[src/rtl/pipeline_hazard_controller_pkg.sv]
// Shared definitions for the pipeline hazard controller.
// Holds the per-stage control codes, the issue codes shown on the display,
// the controller state codes and the default highest legal fetch address.
package pipeline_hazard_controller_pkg;

    // Per-stage pipeline register control, two bits per stage.
    typedef enum logic [1:0] {
        NORMAL = 2'b00,
        HOLD   = 2'b01,
        NO_OP  = 2'b10
    } stage_ctrl_t;

    // Issue currently being handled, exported for display.
    typedef enum logic [2:0] {
        ISSUE_NONE  = 3'd0,
        ISSUE_DATA  = 3'd1,
        ISSUE_PAUSE = 3'd2,
        ISSUE_UART  = 3'd3,
        ISSUE_IRQ   = 3'd4
    } issue_t;

    // Controller states.
    typedef enum logic [1:0] {
        IDLE      = 2'd0,
        EXECUTE   = 2'd1,
        HAZARD    = 2'd2,
        INTERRUPT = 2'd3
    } state_t;

    // Highest legal instruction address; fetches above it mean the program
    // image must be rewritten over the UART.
    localparam logic [31:0] PC_MAX_VALUE = 32'h0000_0FFC;

endpackage

[src/rtl/pipeline_hazard_controller_irq_priority_encoder.sv]
// Fixed-priority interrupt arbiter.
// Ports:
//   req   in  IRQ_CNT  level requests, bit 0 has the highest priority
//   grant out IRQ_CNT  one-hot grant of the lowest-index requester, 0 if none
module irq_priority_encoder #(
    parameter int IRQ_CNT = 2
) (
    input  logic [IRQ_CNT-1:0] req,
    output logic [IRQ_CNT-1:0] grant
);

    // NOTE: grant gets a default before the loop so every path assigns it
    // and no latch is inferred.
    always_comb begin
        grant = '0;
        // Scan from the top down so the lowest set index wins last.
        for (int i = IRQ_CNT - 1; i >= 0; i--) begin
            if (req[i]) begin
                grant    = '0;
                grant[i] = 1'b1;
            end
        end
    end

endmodule

[src/rtl/pipeline_hazard_controller.sv]
// Pipeline hazard controller.
// Watches decode/execute/memory stage information, the fetch address, a user
// pause request and interrupt requests, and drives per-stage hold/flush
// controls, the UART rewrite handshake and interrupt servicing. All
// registered outputs change on the falling edge of clk.
// Ports:
//   clk, rst                      clock, asynchronous active-high reset
//   uart_complete / uart_disable  UART rewrite done / UART held in reset
//   reg_1_valid, reg_2_valid, branch_instruction, id_reg_1_idx, id_reg_2_idx
//                                 ID-stage source operands
//   ex_mem_read_enable, ex_reg_write_enable, ex_no_op, ex_reg_dest_idx
//                                 EX-stage destination info
//   mem_reg_write_enable, mem_no_op, mem_reg_dest_idx
//                                 MEM-stage destination info
//   pc_next                       next fetch address
//   cpu_pause                     user pause request (level)
//   irq_req / irq_done / irq_active
//                                 interrupt request, completion, serviced source
//   pc_reset                      one-cycle pulse restarting the pc at 0
//   hazard_control                2 bits per stage, IF stage at [1:0]
//   issue_type                    current issue code
//   stall_count                   saturating count of stalled cycles
module pipeline_hazard_controller
    import pipeline_hazard_controller_pkg::*;
#(
    parameter int                STAGE_CNT  = 5,
    parameter int                REG_ADDR_W = 5,
    parameter int                ISA_W      = 32,
    parameter logic [ISA_W-1:0]  PC_MAX     = ISA_W'(PC_MAX_VALUE),
    parameter int                IRQ_CNT    = 2,
    parameter int                CNT_W      = 16
) (
    input  logic                     clk,
    input  logic                     rst,
    input  logic                     uart_complete,
    output logic                     uart_disable,
    input  logic                     reg_1_valid,
    input  logic                     reg_2_valid,
    input  logic                     branch_instruction,
    input  logic                     ex_mem_read_enable,
    input  logic                     ex_reg_write_enable,
    input  logic                     ex_no_op,
    input  logic                     mem_reg_write_enable,
    input  logic                     mem_no_op,
    input  logic [REG_ADDR_W-1:0]    id_reg_1_idx,
    input  logic [REG_ADDR_W-1:0]    id_reg_2_idx,
    input  logic [REG_ADDR_W-1:0]    ex_reg_dest_idx,
    input  logic [REG_ADDR_W-1:0]    mem_reg_dest_idx,
    input  logic [ISA_W-1:0]         pc_next,
    input  logic                     cpu_pause,
    input  logic [IRQ_CNT-1:0]       irq_req,
    input  logic [IRQ_CNT-1:0]       irq_done,
    output logic [IRQ_CNT-1:0]       irq_active,
    output logic                     pc_reset,
    output logic [2*STAGE_CNT-1:0]   hazard_control,
    output logic [2:0]               issue_type,
    output logic [CNT_W-1:0]         stall_count
);

    localparam logic [2*STAGE_CNT-1:0] ALL_NORMAL = {STAGE_CNT{NORMAL}};
    localparam logic [2*STAGE_CNT-1:0] ALL_NO_OP  = {STAGE_CNT{NO_OP}};

    state_t             state_q;
    issue_t             issue_q;
    logic [IRQ_CNT-1:0] irq_grant;
    logic               ex_conflict;
    logic               mem_conflict;
    logic               data_hazard;
    logic               uart_hazard;

    // A stage conflicts when it will write a real (nonzero) register that an
    // ID-stage operand actually reads; r0 is hardwired and never forwarded.
    assign ex_conflict = ex_reg_write_enable && !ex_no_op && (ex_reg_dest_idx != '0)
                         && ((reg_1_valid && (id_reg_1_idx == ex_reg_dest_idx))
                          || (reg_2_valid && (id_reg_2_idx == ex_reg_dest_idx)));

    assign mem_conflict = mem_reg_write_enable && !mem_no_op && (mem_reg_dest_idx != '0)
                          && ((reg_1_valid && (id_reg_1_idx == mem_reg_dest_idx))
                           || (reg_2_valid && (id_reg_2_idx == mem_reg_dest_idx)));

    // Branches resolve in ID so they need both results; other instructions
    // only stall on a load whose data is not yet available.
    assign data_hazard = (branch_instruction && (ex_conflict || mem_conflict))
                         || (ex_mem_read_enable && ex_conflict);

    assign uart_hazard = (pc_next > PC_MAX);

    assign issue_type = issue_q;

    irq_priority_encoder #(
        .IRQ_CNT (IRQ_CNT)
    ) u_irq_priority_encoder (
        .req   (irq_req),
        .grant (irq_grant)
    );

    // Falling-edge update gives the rising-edge pipeline registers a full
    // half cycle of settled controls.
    always_ff @(negedge clk or posedge rst) begin
        if (rst) begin
            state_q        <= IDLE;
            issue_q        <= ISSUE_NONE;
            uart_disable   <= 1'b1;
            pc_reset       <= 1'b0;
            hazard_control <= ALL_NORMAL;
            irq_active     <= '0;
            stall_count    <= '0;
        end else begin
            pc_reset <= 1'b0;

            if ((state_q == HAZARD || state_q == INTERRUPT) && (stall_count != '1)) begin
                stall_count <= stall_count + CNT_W'(1);
            end

            case (state_q)
                IDLE: begin
                    state_q <= EXECUTE;
                end

                EXECUTE: begin
                    if (data_hazard) begin
                        hazard_control[1:0] <= HOLD;
                        hazard_control[3:2] <= HOLD;
                        hazard_control[5:4] <= NO_OP;
                        issue_q             <= ISSUE_DATA;
                        state_q             <= HAZARD;
                    end else if (cpu_pause || uart_hazard) begin
                        hazard_control[1:0] <= NO_OP;
                        uart_disable        <= 1'b0;
                        issue_q             <= cpu_pause ? ISSUE_PAUSE : ISSUE_UART;
                        state_q             <= HAZARD;
                    end else if (|irq_req) begin
                        irq_active     <= irq_grant;
                        hazard_control <= ALL_NO_OP;
                        issue_q        <= ISSUE_IRQ;
                        state_q        <= INTERRUPT;
                    end
                end

                HAZARD: begin
                    case (issue_q)
                        ISSUE_DATA: begin
                            if (!data_hazard) begin
                                hazard_control[5:0] <= {NORMAL, NORMAL, NORMAL};
                                issue_q             <= ISSUE_NONE;
                                state_q             <= EXECUTE;
                            end
                        end
                        ISSUE_UART, ISSUE_PAUSE: begin
                            // A pause arriving during a rewrite takes over, so
                            // the CPU stays stopped until the user releases it.
                            if (cpu_pause) begin
                                issue_q <= ISSUE_PAUSE;
                            end else if (uart_complete) begin
                                uart_disable        <= 1'b1;
                                hazard_control[1:0] <= NORMAL;
                                pc_reset            <= 1'b1;
                                issue_q             <= ISSUE_NONE;
                                state_q             <= EXECUTE;
                            end
                        end
                        default: begin
                            issue_q <= ISSUE_NONE;
                            state_q <= EXECUTE;
                        end
                    endcase
                end

                INTERRUPT: begin
                    // Only the source being serviced can end the interrupt.
                    if (|(irq_done & irq_active)) begin
                        hazard_control <= ALL_NORMAL;
                        irq_active     <= '0;
                        issue_q        <= ISSUE_NONE;
                        state_q        <= EXECUTE;
                    end
                end

                default: begin
                    state_q <= IDLE;
                end
            endcase
        end
    end

endmodule

[config.mk]
export PLATFORM = sky130hd
export DESIGN_NAME = pipeline_hazard_controller
export DESIGN_NICKNAME = d
export VERILOG_FILES = /design/src/rtl/pipeline_hazard_controller_pkg.sv /design/src/rtl/pipeline_hazard_controller_irq_priority_encoder.sv /design/src/rtl/pipeline_hazard_controller.sv
export SDC_FILE = /design/constraint.sdc
export NUM_CORES = 1
export LEC_CHECK = 0
export ABC_AREA = 1
export CORE_MARGIN = 2
export CORE_UTILIZATION = 30
export DETAILED_ROUTE_END_ITERATION = 12
export PLACE_DENSITY = 0.72
export SYNTH_ARGS = -nofsm -noshare
export SYNTH_HDL_FRONTEND = slang
export SYNTH_SLANG_ARGS = --single-unit
export TNS_END_PERCENT = 5
[constraint.sdc]
create_clock -name clk -period 2.3 [get_ports clk]
set_input_delay 0.23 -clock clk [delete_from_list [all_inputs] [get_ports clk]]
set_output_delay 0.23 -clock clk [all_outputs]
set_load 0.1 [all_outputs]
======== Word level (Yosys, flattened, before mapping) ========
Index checks and enable logic that the tools add are counted.
word-level totals
  word-level logic and storage cells ...... 126
  input port bits ......................... 68
  register bits ........................... 35
  output and inout port bits .............. 33
operators by class
  order comparisons ....................... 1
  add/sub/neg operators ................... 1
  reduce and logical (&&, ||, !) cells .... 36
  multiplexer cells ....................... 49
  bitwise logic cells ..................... 1
  equal/unequal tests ..................... 29
operator list
  cell                                                   count
  > comparator 32 x 12 -> 1 bit (second input constant)  1
  two-way mux 2 bit                                      16
  two-way mux 3 bit                                      7
  equality test 5 bit                                    4
  two-way mux 10 bit                                     2
  case mux 6 bit (3 select lines)                        1
  adder 16 x 1 -> 16 bit (second input constant)         1
  inequality test 16 bit (second input constant)         1
  inequality test 3 bit (second input constant)          5
  AND reduction 5 bit                                    3
  inequality test 2 bit (second input constant)          7
  logical AND 1 bit                                      13
  two-way mux 6 bit                                      2
  case mux 2 bit (2 select lines)                        3
  AND reduction 6 bit                                    2
  two-way mux 1 bit                                      10
  nonzero test 5 bit                                     2
  case mux 3 bit (3 select lines)                        1
  two-way mux 4 bit                                      2
  two-way mux 8 bit                                      1
  inequality test 4 bit (second input constant)          2
  case mux 2 bit (4 select lines)                        1
  case mux 4 bit (2 select lines)                        1
  AND reduction 7 bit                                    1
  other kinds (15)                                       28

======== Logic depth before layout (Yosys ltp) ========
Gate-level depths: netlist of the first run.
  word-level depth ........................ 10
  depth in mapped cells ................... 13
  gate-level depth less buffers ........... 13

======== By module ========
A second synthesis of the first run with hierarchy kept.
second synthesis, totals
  cells, all modules ...................... 330
  area total of the unflattened synthesis .. 2245.9 µm²
modules (own cells, without submodules)
  module                      instances  sequential area each (µm²)  cells each  area each (µm²)
  pipeline_hazard_controller  1          777.0                       327         2228.4
  irq_priority_encoder        1          0.0                         3           17.5

==> flow_summary.yaml, run 1 <==
run_status:
  outcome: "finished with violations"
  violations: "negative setup slack"
power:
  vdd_ir_drop_max_mv: 0.6980
  switchingPower_mw: 2.169
  p_clk_share_pct: 11.1
  seqPwrFrac_pct: 22.7
  p_int_mw: 1.945
  p_per_area_mw_per_mm2: 1041
  p_comb_share_pct: 66.2
  sw_frac_of_total_pct: 52.72
  leakage_nw: 2.009
floorplan:
  design.die.area_mm2: 0.008217
  rows: 31
  core_region_area_mm2: 0.007253
  die_h_um: 90.65
  die_w_um: 90.65
  initial_core_util_pct: 31.05
  pin_count: 101
detailed_routing:
  routed_via_density: 4.423
  first_pass_iters: 4
  drt_iter0_drc: 87
  postRouteAntennaNets: 0
  vias: 2424
  wl_per_cell_um: 12.03
  routed_wl_mm: 6.595
  drc_errors: 0
layout:
  mostFrequentLayoutCell: "nand2_1"
  syn_to_final_growth_pct: 75.56
  diodes: 0
  final_core_util_pct: 54.51
  layout_common_cells: "88 x nand2_1, 38 x nor2_1, 31 x buf_12"
  drive_gt1_share_pct: 43.21
  layout.nets: 517
grt:
  grt_pass1_wl_mm: 10.97
  track_usage_pct: 16.27
  grt-ovfl-total: 0
  antenna_found_initial: 0
  grt_pass1_vias: 2466
  grt_max_degree: 32
sta:
  timing.setup.tns_ps: -2363
  setup_ws_ps: -144.5
  final_hold_viol_count: 0
  setup_viol: 43
  rsz0062_at_grt: "true"
  report.final.slew_viol_count: 0
  skew_ps: 56.18
worst_hold_path:
  hold_class: "reg2reg"
logic_synthesis:
  syn-instance-count: 324
  synth_cell_types: 36
  synthFlopType: "dfrtn_1"
  avgSynthCellArea_um2: 6.951
  async_flop_share_pct: 100.0
  synth-edff-count: 0
  syn_area_mm2: 0.002252
  yosys_warnings: 0
  seq_area_frac_synth_pct: 34.50
  synth_seq_cells: 31
critical_path:
  crit_start: "uart_disable"
  worstSetupEndpoint: "uart_disable"
  crit_buf_inv: 1
  slowest_delay_ps: 540
  timing.rr.end: "hazard_control[1]"
  crit_path_end_kind: "output port"
  crit_required_ps: 2070
  crit_arrival_ps: 2210
  r2r_cells: 10
  critical_path_depth: 1
  r2r_start: "state_q[1]"
  rrSetupSlack_ps: 250
  worst-path-max-fanout: 2
  startpoint_type: "flop"
  slowest_stage: "dfstp_2"
  cp_top_family: "flip-flops"
  crit_type: "reg2out"
  crit_chain: "buf_12"
clock_network:
  cts_tree: "yes"
  cts_made_buffers: 5
  ctsHtreeMaxLevel: 2
  clkLatencyLatePin_ps: 340
  clock_path_buffers: 2
  cts.sinks: 31
  path_clk_slew_ps: 50
  root_buffer: "clkbuf_8"
placement:
  portBuffers: 97
  gp_congestion: 0.9346
  place_hpwl_mm: 5.151
  place_ws_ps: -819.6
run:
  cap_violations: 0
area by class of cell:
| cell class | count | area [µm²] |
|---|---|---|
| Fill cell | 672 | 3299 |
| Multi-Input combinational cell | 244 | 1483 |
| Timing Repair Buffer | 120 | 1304 |
| Sequential cell | 31 | 777.0 |
| Inverter | 45 | 168.9 |
| Tap cell | 99 | 123.9 |
| Clock buffer | 6 | 82.58 |
| Clock inverter | 3 | 15.01 |
kinds of logic after synthesis:
| kind of cell | after synthesis | share of synthesized area, % |
|---|---|---|
| and+or+nand+nor | 202 | 43.78 |
| AOI/OAI and AO/OA | 24 | 6.111 |
| other | 1 | 0.1665 |
| buffers and inverters | 51 | 9.334 |
| muxes | 1 | 0.5000 |
| DFF | 31 | 34.50 |
| xor gates and xnor gates | 13 | 5.056 |
| adders and majority gates | 1 | 0.5555 |
routing by layer:
layer / track usage, % / routed length (µm) / up-vias
met5: 0 / 0 / -
met3: 3.339 / 307 / 13
met4: 5.769 / 154 / 0
met1: 20.19 / 2785 / 1095
met2: 27.92 / 3348 / 62
li1: - / - / 1254
cells in the mapped netlist, types with 3 or more instances:
cell type  count  area (µm²)
nor2_2         3       18.77
nor3_2         4       40.04
buf_4          5       37.54
dfrtn_1       30       750.7
o21ai_1       12       60.06
inv_2         13       48.80
nand2_4        3       33.78
nand3_1        7       35.03
nand3_2        7       70.07
xnor2_1        5       43.79
nor2_1        52       195.2
nand4_1        9       56.30
nand2_1      103       386.6
nor2_4         5       56.30
xor2_1         8       70.07
o21ai_0        3       15.01
inv_1         33       123.9
power by group through the flow:
| stage | Sequential [mW] | Clock, mW | Combinational (mW) |
|---|---|---|---|
| detailed placement | 0.943 | 0.00544 | 2.58 |
| global route | 0.960 | 0.503 | 2.88 |
| CTS | 0.936 | 0.468 | 2.62 |
| global placement | 0.936 | 0.00544 | 2.55 |
| floorplan | 1.76 | 0.00544 | 0.787 |
| finish | 0.933 | 0.458 | 2.72 |
state kept, by name, summed over array words and instances (netlist names):
signal / count
hazard_control: 6
state_q: 2
issue_type: 3
uart_disable: 1
pc_reset: 1
stall_count: 16
irq_active: 2
worst min-delay path by stage:
| stage | from | to | slack [ps] | depth (start not counted) |
|---|---|---|---|---|
| floorplan | state_q[1] | hazard_control[5] | 520 | 2 |
| global placement | stall_count[15] | stall_count[15] | 480 | 3 |
| detailed placement | hazard_control[2] | hazard_control[2] | 490 | 2 |
| CTS | hazard_control[2] | hazard_control[2] | 490 | 2 |
| global route | stall_count[11] | stall_count[11] | 500 | 1 |
| finish | hazard_control[2] | hazard_control[2] | 480 | 2 |
through the flow:
| stage | std cells | hold slack [ps] | power (mW) | instance area (µm²) |
|---|---|---|---|---|
| after detailed placement | 535 | 487.1 | 3.526 | 3765 |
| after CTS | 547 | 487.0 | 4.020 | 3736 |
| final | 548 | 480.8 | 4.114 | 3954 |
| after global placement | 535 | 478.3 | 3.493 | 3765 |
| after floorplan | 326 | 521.7 | 2.555 | 2272 |
| after global routing | 548 | 498.6 | 4.339 | 3954 |
repair_timing:
item / in CTS / in global routing
pin swaps: 74 / 48
hold buffers: 0 / 0
setup endpoints to repair: 44 / 44
setup buffers: 4 / 1
resized for setup: 206 / 64
Note: power is estimated with default switching activity, not from simulation.
==> inputs of run 2 (changes only) <==
HOLD_SLACK_MARGIN = 0.06   (was default)
==> results of run 2 <==
The final DEF is identical to that of run 1; final timing and power are the same.
